### src/rtl/uart_tx_arbiter.sv
// uart_tx_arbiter: shares one UART TX byte port between NUM_REQ requesters.
// Arbitration is round-robin, and a granted requester keeps the port for a whole packet.
// Latency: grant 1 cycle after req is sampled; the byte strobe follows 1 cycle after grant if the transmitter is free.
// Backpressure: busy or block holds the owner in WAIT_TX indefinitely. Each accepted byte is acked with a one-cycle req_ack pulse.
// Ports:
//   clk, rst (async, active-high)
//   req / req_data / req_last / req_ack : requester handshake
//   busy / block / new_data_tx / data_tx : transmitter side
//   grant_valid / grant_id : current owner
module uart_tx_arbiter #(
  parameter int NUM_REQ   = 4,
  parameter int ID_W      = 2,
  parameter int MAX_BURST = 16
) (
  input  logic                 clk,
  input  logic                 rst,
  input  logic [NUM_REQ-1:0]   req,
  input  logic [8*NUM_REQ-1:0] req_data,
  input  logic [NUM_REQ-1:0]   req_last,
  output logic [NUM_REQ-1:0]   req_ack,
  input  logic                 busy,
  input  logic                 block,
  output logic                 new_data_tx,
  output logic [7:0]           data_tx,
  output logic                 grant_valid,
  output logic [ID_W-1:0]      grant_id
);

  localparam logic [1:0] IDLE    = 2'd0;
  localparam logic [1:0] WAIT_TX = 2'd1;
  localparam logic [1:0] SETTLE  = 2'd2;
  localparam logic [1:0] RELEASE = 2'd3;

  logic [1:0]         state;
  logic [ID_W-1:0]    rr_ptr;
  logic [7:0]         burst_cnt;
  logic [7:0]         cnt_inc;

  logic               pick_found;
  logic [ID_W-1:0]    pick_id;

  logic               own_req;
  logic               own_last;
  logic [7:0]         own_data;
  logic [NUM_REQ-1:0] own_onehot;

  // Round-robin search starting at rr_ptr. Both loops are constant-bounded,
  // so every req index is a constant after unrolling.
  always_comb begin
    pick_found = 1'b0;
    pick_id    = '0;
    for (int s = 0; s < NUM_REQ; s++) begin
      if (rr_ptr == ID_W'(s)) begin
        for (int k = 0; k < NUM_REQ; k++) begin
          if (!pick_found && req[(s + k) % NUM_REQ]) begin
            pick_found = 1'b1;
            pick_id    = ID_W'((s + k) % NUM_REQ);
          end
        end
      end
    end
  end

  // Select the owner's request, last flag and byte.
  always_comb begin
    own_req    = 1'b0;
    own_last   = 1'b0;
    own_data   = 8'h00;
    own_onehot = '0;
    for (int i = 0; i < NUM_REQ; i++) begin
      if (grant_id == ID_W'(i)) begin
        own_req       = req[i];
        own_last      = req_last[i];
        own_data      = req_data[8*i +: 8];
        own_onehot[i] = 1'b1;
      end
    end
  end

  assign cnt_inc = burst_cnt + 8'd1;

  always_ff @(posedge clk or posedge rst) begin
    if (rst) begin
      state       <= IDLE;
      rr_ptr      <= '0;
      burst_cnt   <= 8'h00;
      new_data_tx <= 1'b0;
      data_tx     <= 8'h00;
      req_ack     <= '0;
      grant_valid <= 1'b0;
      grant_id    <= '0;
    end else begin
      // Strobe and ack are single-cycle pulses. data_tx is zero whenever there is no strobe.
      new_data_tx <= 1'b0;
      data_tx     <= 8'h00;
      req_ack     <= '0;
      case (state)
        IDLE: begin
          if (pick_found) begin
            grant_id    <= pick_id;
            grant_valid <= 1'b1;
            burst_cnt   <= 8'h00;
            state       <= WAIT_TX;
          end
        end
        WAIT_TX: begin
          if (!own_req) begin
            // The owner withdrew: release without sending anything.
            grant_valid <= 1'b0;
            state       <= RELEASE;
          end else if (!busy && !block) begin
            new_data_tx <= 1'b1;
            data_tx     <= own_data;
            req_ack     <= own_onehot;
            burst_cnt   <= cnt_inc;
            if (own_last || (cnt_inc == 8'(MAX_BURST))) begin
              grant_valid <= 1'b0;
              state       <= RELEASE;
            end else begin
              state <= SETTLE;
            end
          end
        end
        SETTLE: begin
          // Wait one cycle so the transmitter can raise busy for the byte just sent.
          state <= WAIT_TX;
        end
        RELEASE: begin
          // The finishing requester gets the lowest priority in the next round.
          if (grant_id == ID_W'(NUM_REQ - 1)) rr_ptr <= '0;
          else                                rr_ptr <= grant_id + ID_W'(1);
          state <= IDLE;
        end
        default: state <= IDLE;
      endcase
    end
  end

endmodule

### config.mk
export PLATFORM = sky130hd
export DESIGN_NAME = uart_tx_arbiter
export DESIGN_NICKNAME = d
export VERILOG_FILES = /design/src/rtl/uart_tx_arbiter.sv
export SDC_FILE = /design/constraint.sdc
export NUM_CORES = 1
export LEC_CHECK = 0
export CAP_MARGIN = 10
export CORE_AREA = 8 8 62 77
export CTS_BUF_LIST = sky130_fd_sc_hd__clkbuf_16
export CTS_CLUSTER_DIAMETER = 60
export DETAILED_ROUTE_END_ITERATION = 12
export DIE_AREA = 0 0 70 85
export PLACE_DENSITY = 0.88
export SLEW_MARGIN = 10
export SYNTH_ARGS = -nofsm -noshare
export SYNTH_HDL_FRONTEND = slang
export SYNTH_SLANG_ARGS = --single-unit
### constraint.sdc
create_clock -name clk -period 4.6 [get_ports clk]
set_input_delay 0.92 -clock clk [delete_from_list [all_inputs] [get_ports clk]]
set_output_delay 0.92 -clock clk [all_outputs]
set_load 0.1 [all_outputs]
==> results of run 1 <==
[kinds of logic after synthesis]
family / count (synthesis) / share of synthesized area
and+or+nand+nor: 58 / 0.1883
AOI/OAI and AO/OA: 61 / 0.2776
adders and majority gates: 5 / 0.03751
buffers and inverters: 23 / 0.05776
xor gates and xnor gates: 1 / 0.005252
DFF: 28 / 0.4201
muxes: 2 / 0.01350
[layout make-up]
type,instances,area share
clock inverter,1,0.01265
multi-input combinational,127,0.3669
clock buffer,3,0.03163
timing repair buffer,59,0.2488
sequential,28,0.2952
inverter,15,0.02372
tap,40,0.02109
[final timing paths]
check	end	cells past startpoint	startpoint	slack [ns]
worst max-delay path	grant_id[0]	1	grant_id[0]	1.76
worst min-delay path	burst_cnt[7]	1	burst_cnt[7]	0.55
worst max register to register	burst_cnt[3]	5	grant_id[0]	1.91
worst min register to register	burst_cnt[7]	1	burst_cnt[7]	0.55
max in group asynchronous	rr_ptr[0]	2	rst	3.07
min in group asynchronous	new_data_tx	2	rst	1.07
[where the power goes]
part / switching, mW / leakage [nW] / internal (mW)
clock network: 0.0834 / 0.0511 / 0.173
registers: 0.0584 / 0.373 / 0.297
logic: 0.489 / 0.606 / 0.259
[flip-flops by register name (all words and copies together), names as in the netlist]
signal / cells
req_ack: 4
data_tx: 8
grant_valid: 1
rr_ptr: 2
new_data_tx: 1
burst_cnt: 8
grant_id: 2
state: 2
[cell usage after synthesis (2+ instances only)]
library cell  instances
nor2_1                7
o211ai_1              3
nand4_1               2
ha_1                  5
or2_2                 2
a221oi_1              9
nor2b_1               5
nor3_1                2
and3_1                4
dfrtp_1              28
a221o_1               2
nor3b_1               2
nand2_1              18
inv_1                15
a211o_1               9
a21oi_1              14
buf_2                 2
nand3_1               7
o21ai_0              10
mux2_2                2
nand2b_1              3
clkbuf_1              4
a21o_1                3
a211oi_1              2
[per-layer routing]
layer  share of wire  track usage
met1            0.40       0.1817
met2            0.51       0.2914
met3           0.061      0.02917
met4           0.025      0.07143
met5               0            0
==> results by group, run 1 <==
CTS
  – Number of post-CTS setup repair buffers: 0
  – Hold buffers post-CTS: 0
  – Max Buffers Root-to-Sink: 2
  – CTS tree: yes
  – Num CTS Buffers: 3
  – H-tree levels: 1
  – Clock slew at reported path FFs: 0.07 ns
  – Post-CTS Resized: 0
  – Clock sinks: 28
  – Worst-skew pair later-pin latency: 0.26 ns
  – Root Buffer: clkbuf_16

Global route
  – First-pass GRT wire length: 8.073 mm
  – Largest net degree at the start of global routing: 29
  – Vias in the first global route: 1666
  – Initial antenna violation count: 0
  – Remaining global-route overflow: 0
  – GRT Overall Usage: 0.1626

Logic synthesis
  – Sequential fraction of the synthesis area: 0.4201
  – Asr flop ratio synth: 1.000
  – Primary FF master, synth: dfrtp_1
  – Post-synth EDFFs: 0
  – Yosys warnings: 0
  – Mapped Area: 0.001668 mm²
  – Yosys reg bits: 28
  – Mapped Nets: 227
  – Syn_area_per_cell: 9.370 µm²
  – Yosys top cell area share: 0.4201
  – Post-synth top area cell: dfrtp_1
  – Synth top area cells: dfrtp_1 42%, a211o_1 4.7%, a221oi_1 4.7%
  – Count of different cell masters after synthesis: 42
  – Synth Instances: 178

Timing
  – Clock skew: 0.003416 ns
  – Hold slack: 0.5505 ns
  – Final period util: 0.6170
  – Clock period minus worst slack: 2.838 ns
  – Pins Over Slew Limit: 0
  – Highest Clock Rate: 352.3 MHz
  – Slew @ Worst Pin: 0.9931 ns
  – Setup total negative slack: 0 ns
  – Number of hold violations in the final report: 0
  – Rel. slew slack: 0.3338
  – Post-route setup slack: 1.762 ns
  – # setup viols final: 0
  – RSZ-0062 raised after global routing: false

Critical path
  – CP Launch Type: flop
  – WP buf/inv: 1
  – Largest fanout on the critical path: 6
  – Crit-path max cell delay: 1.19 ns
  – CP top delay family: buffers and inverters
  – CP max-delay cell: clkdlybuf4s50_1
  – WP data arrival: 1.92 ns
  – Critical path endpoint category: output port
  – Worst setup path category: reg -> out
  – Critical Path RT: 3.68 ns
  – Critical path cell sequence: clkdlybuf4s50_1

Detailed routing
  – Vias: 1668
  – Initial DRC Count: 98
  – Remaining DRCs: 0
  – DRT antenna net count: 0
  – Avg WL per Cell: 17.88 µm
  – Via/cell ratio: 6.110
  – Drt first pass iters: 4
  – Final WL: 4.882 mm

Floorplan
  – Die height: 85 µm
  – Initial Utilization: 0.4597
  – Num ports: 60
  – Row count: 25
  – Die W: 70 µm
  – Die area: 0.005950 mm²
  – Total core area: 0.003628 mm²

Placed design
  – RePlAce Congestion: 0.8537
  – Placed cell count: 269
  – HPWL Detailed: 3.594 mm
  – DP Worst Slack: 1.743 ns
  – Port buffer count: 59
  – Dpl cell area: 0.002268 mm²

Finish
  – Commonest non-fill, non-tap cell in the layout: clkdlybuf4s50_1
  – Fin nets: 283
  – ANT cells: 0
  – Fillers: 291
  – Final Non-Filler Cells: 273
  – Fin area: 0.002374 mm²
  – Fin util: 0.6541
  – Commonest non-fill, non-tap cells in the layout: 59 x clkdlybuf4s50_1, 28 x dfrtp_1, 18 x nand2_1
  – Reg area: 700.7 µm²
  – Share of layout cells above drive strength 1: 0.05579
  – Footprint of the multi-input gates: 870.8 µm²
  – Layout area overhead: 42.31%

Power
  – Pwr/cell area: 573.2 mW/mm²
  – Max IR drop VDD: 0.4197 mV
  – Standby leakage power: 1.031 nW
  – Total Power: 1.360 mW

Worst hold path
  – HP Class: reg -> reg

Outcome
  – Status: complete, no violations

Job
  – Max cap viols: 0
Power figures use the tool's default switching activity.
==> run 2, diff against run 1 <==
--- a/config.mk
+++ b/config.mk
@@ -6,12 +6,12 @@
 export NUM_CORES = 1
 export LEC_CHECK = 0
 export CAP_MARGIN = 10
-export CORE_AREA = 8 8 62 77
+export CORE_AREA = 8 8 64 80
 export CTS_BUF_LIST = sky130_fd_sc_hd__clkbuf_16
 export CTS_CLUSTER_DIAMETER = 60
 export DETAILED_ROUTE_END_ITERATION = 12
-export DIE_AREA = 0 0 70 85
-export PLACE_DENSITY = 0.88
+export DIE_AREA = 0 0 72 88
+export PLACE_DENSITY = 0.83
 export SLEW_MARGIN = 10
 export SYNTH_ARGS = -nofsm -noshare
 export SYNTH_HDL_FRONTEND = slang
==> constraint.sdc (replaced) <==
create_clock -name clk -period 2.7 [get_ports clk]
set_input_delay 0.54 -clock clk [delete_from_list [all_inputs] [get_ports clk]]
set_output_delay 0.54 -clock clk [all_outputs]
set_load 0.1 [all_outputs]
==> run 2 against run 1 <==
Against the previous run:
- clock skew down 0.0017 ns
- largest power group unchanged
- cell count up 8.4%
- flip-flop and latch count unchanged
- critical path depth up 5
- final area up 0.26%
- sequential share of layout area down 0.078 points
- clock-buffer cell count unchanged
- setup slack worse by 1.3 ns
==> results by group, run 2 (synthesis gave the netlist of run 1 again) <==
Outcome
  – Status: complete, no violations

Critical path
  – Critical path endpoint category: flop
  – CP top delay family: compound AO/OA/AOI/OAI gates
  – WP data arrival: 2.40 ns
  – Crit-path max cell delay: 0.46 ns
  – Critical Path RT: 2.85 ns
  – Largest fanout on the critical path: 13
  – CP max-delay cell: ha_1
  – WP buf/inv: 1
  – Critical path cell sequence: inv_1, ha_1, a211oi_2, a221oi_4, a21oi_1, a221o_1
  – Worst setup path category: reg -> reg
  – CP Launch Type: flop

Finish
  – Biggest regs: burst_cnt: 8 flops, data_tx: 8 flops, req_ack: 4 flops
  – Layout area overhead: 42.69%
  – Fin nets: 290
  – Final Non-Filler Cells: 296
  – Commonest non-fill, non-tap cell in the layout: clkdlybuf4s50_1
  – ANT cells: 0
  – Commonest non-fill, non-tap cells in the layout: 43 x clkdlybuf4s50_1, 28 x dfrtp_1, 23 x buf_4
  – Footprint of the multi-input gates: 870.8 µm²
  – Reg area: 700.7 µm²
  – Fillers: 339
  – Share of layout cells above drive strength 1: 0.1458

Timing
  – Rel. slew slack: 0.6066
  – Clock period minus worst slack: 2.253 ns
  – RSZ-0062 raised after global routing: false
  – Slew @ Worst Pin: 0.5847 ns
  – Hold slack: 0.5364 ns
  – Highest Clock Rate: 443.8 MHz
  – # setup viols final: 0
  – Number of hold violations in the final report: 0
  – Pins Over Slew Limit: 0
  – Final period util: 0.8346
  – Clock skew: 0.001743 ns
  – Setup total negative slack: 0 ns

CTS
  – Clock slew at reported path FFs: 0.06 ns
  – Hold buffers post-CTS: 0
  – Max Buffers Root-to-Sink: 2
  – Num CTS Buffers: 3
  – Worst-skew pair later-pin latency: 0.26 ns
  – Post-CTS Resized: 0
  – H-tree levels: 1
  – Clock sinks: 28
  – Number of post-CTS setup repair buffers: 0
  – CTS tree: yes
  – Root Buffer: clkbuf_16

Global route
  – GRT Overall Usage: 0.1475
  – Initial antenna violation count: 0
  – Largest net degree at the start of global routing: 29
  – Met1 GRT Util: 0.1590
  – Vias in the first global route: 1617
  – Remaining global-route overflow: 0
  – First-pass GRT wire length: 7.445 mm
  – GRT Max-Usage Layer: met2
  – GR Util met2: 0.2600
  – M3 GR Usage: 0.03551

Floorplan
  – Total core area: 0.003936 mm²
  – Num ports: 60
  – Die height: 88 µm
  – Die area: 0.006336 mm²
  – Initial Utilization: 0.4237
  – Row count: 26
  – Die W: 72 µm

Power
  – Pwr/cell area: 938.4 mW/mm²
  – Max IR drop VDD: 0.4452 mV
  – Standby leakage power: 1.086 nW

Placed design
  – Placed cell count: 292
  – Port buffer count: 59
  – HPWL Detailed: 3.526 mm
  – RePlAce Congestion: 0.8227

Detailed routing
  – Vias: 1616
  – DRT antenna net count: 0
  – Remaining DRCs: 0
  – Drt first pass iters: 4
  – Final WL: 4.516 mm
  – Via/cell ratio: 5.459
  – Initial DRC Count: 66
  – Avg WL per Cell: 15.26 µm

Worst hold path
  – HP Class: reg -> reg

Job
  – Max cap viols: 0
## run 2: changes by cell type in the layout (fill, tap and decap cells not counted)
| cell | delta |
|---|---|
| buf_4 | +23 |
| clkdlybuf4s50_1 | -16 |
| bufinv_16 | -1 |
| inv_1 | +1 |
## run 2: power breakdown
part           leakage [nW]  total [mW]  switching (mW)  internal, mW
Combinational         0.674        1.30           0.828         0.471
Sequential            0.373       0.602          0.0947         0.507
Clock                0.0385       0.332           0.133         0.198
Total                  1.09        2.23            1.06          1.18
## run 2: metal layers
metal / up-vias / routed length, µm
li1: 786 / -
met1: 776 / 1889
met2: 45 / 2268
met3: 9 / 247
met4: 0 / 110
met5: - / 0
## run 2: path summary, 6_finish.rpt
check / from / to / slack, ns / cells after the start
max: grant_id[1] / burst_cnt[3] / 0.45 / 6
min: burst_cnt[7] / burst_cnt[7] / 0.54 / 1
max reg2reg: grant_id[1] / burst_cnt[3] / 0.45 / 6
min reg2reg: burst_cnt[7] / burst_cnt[7] / 0.54 / 1
max in group asynchronous: rst / burst_cnt[6] / 1.79 / 3
min in group asynchronous: rst / data_tx[7] / 0.64 / 3
## run 2: cell type report
| type | instances | share of cell area |
|---|---|---|
| inverter | 15 | 0.02366 |
| clock inverter | 1 | 0.001577 |
| multi-input combinational | 127 | 0.3659 |
| sequential | 28 | 0.2944 |
| tap | 56 | 0.02944 |
| timing repair buffer | 66 | 0.2534 |
| clock buffer | 3 | 0.03155 |
## run 2: metrics by stage
step	total power [mW]	util	instance area (µm²)	setup slack [ns]
CTS	2.242	0.6046	2380	0.4364
global placement	1.884	0.5846	2301	0.4175
global route	2.376	0.6046	2380	0.2986
detailed placement	1.904	0.5846	2301	0.3420
floorplan	1.551	-	1668	0.1260
finish	2.233	0.6046	2380	0.4467
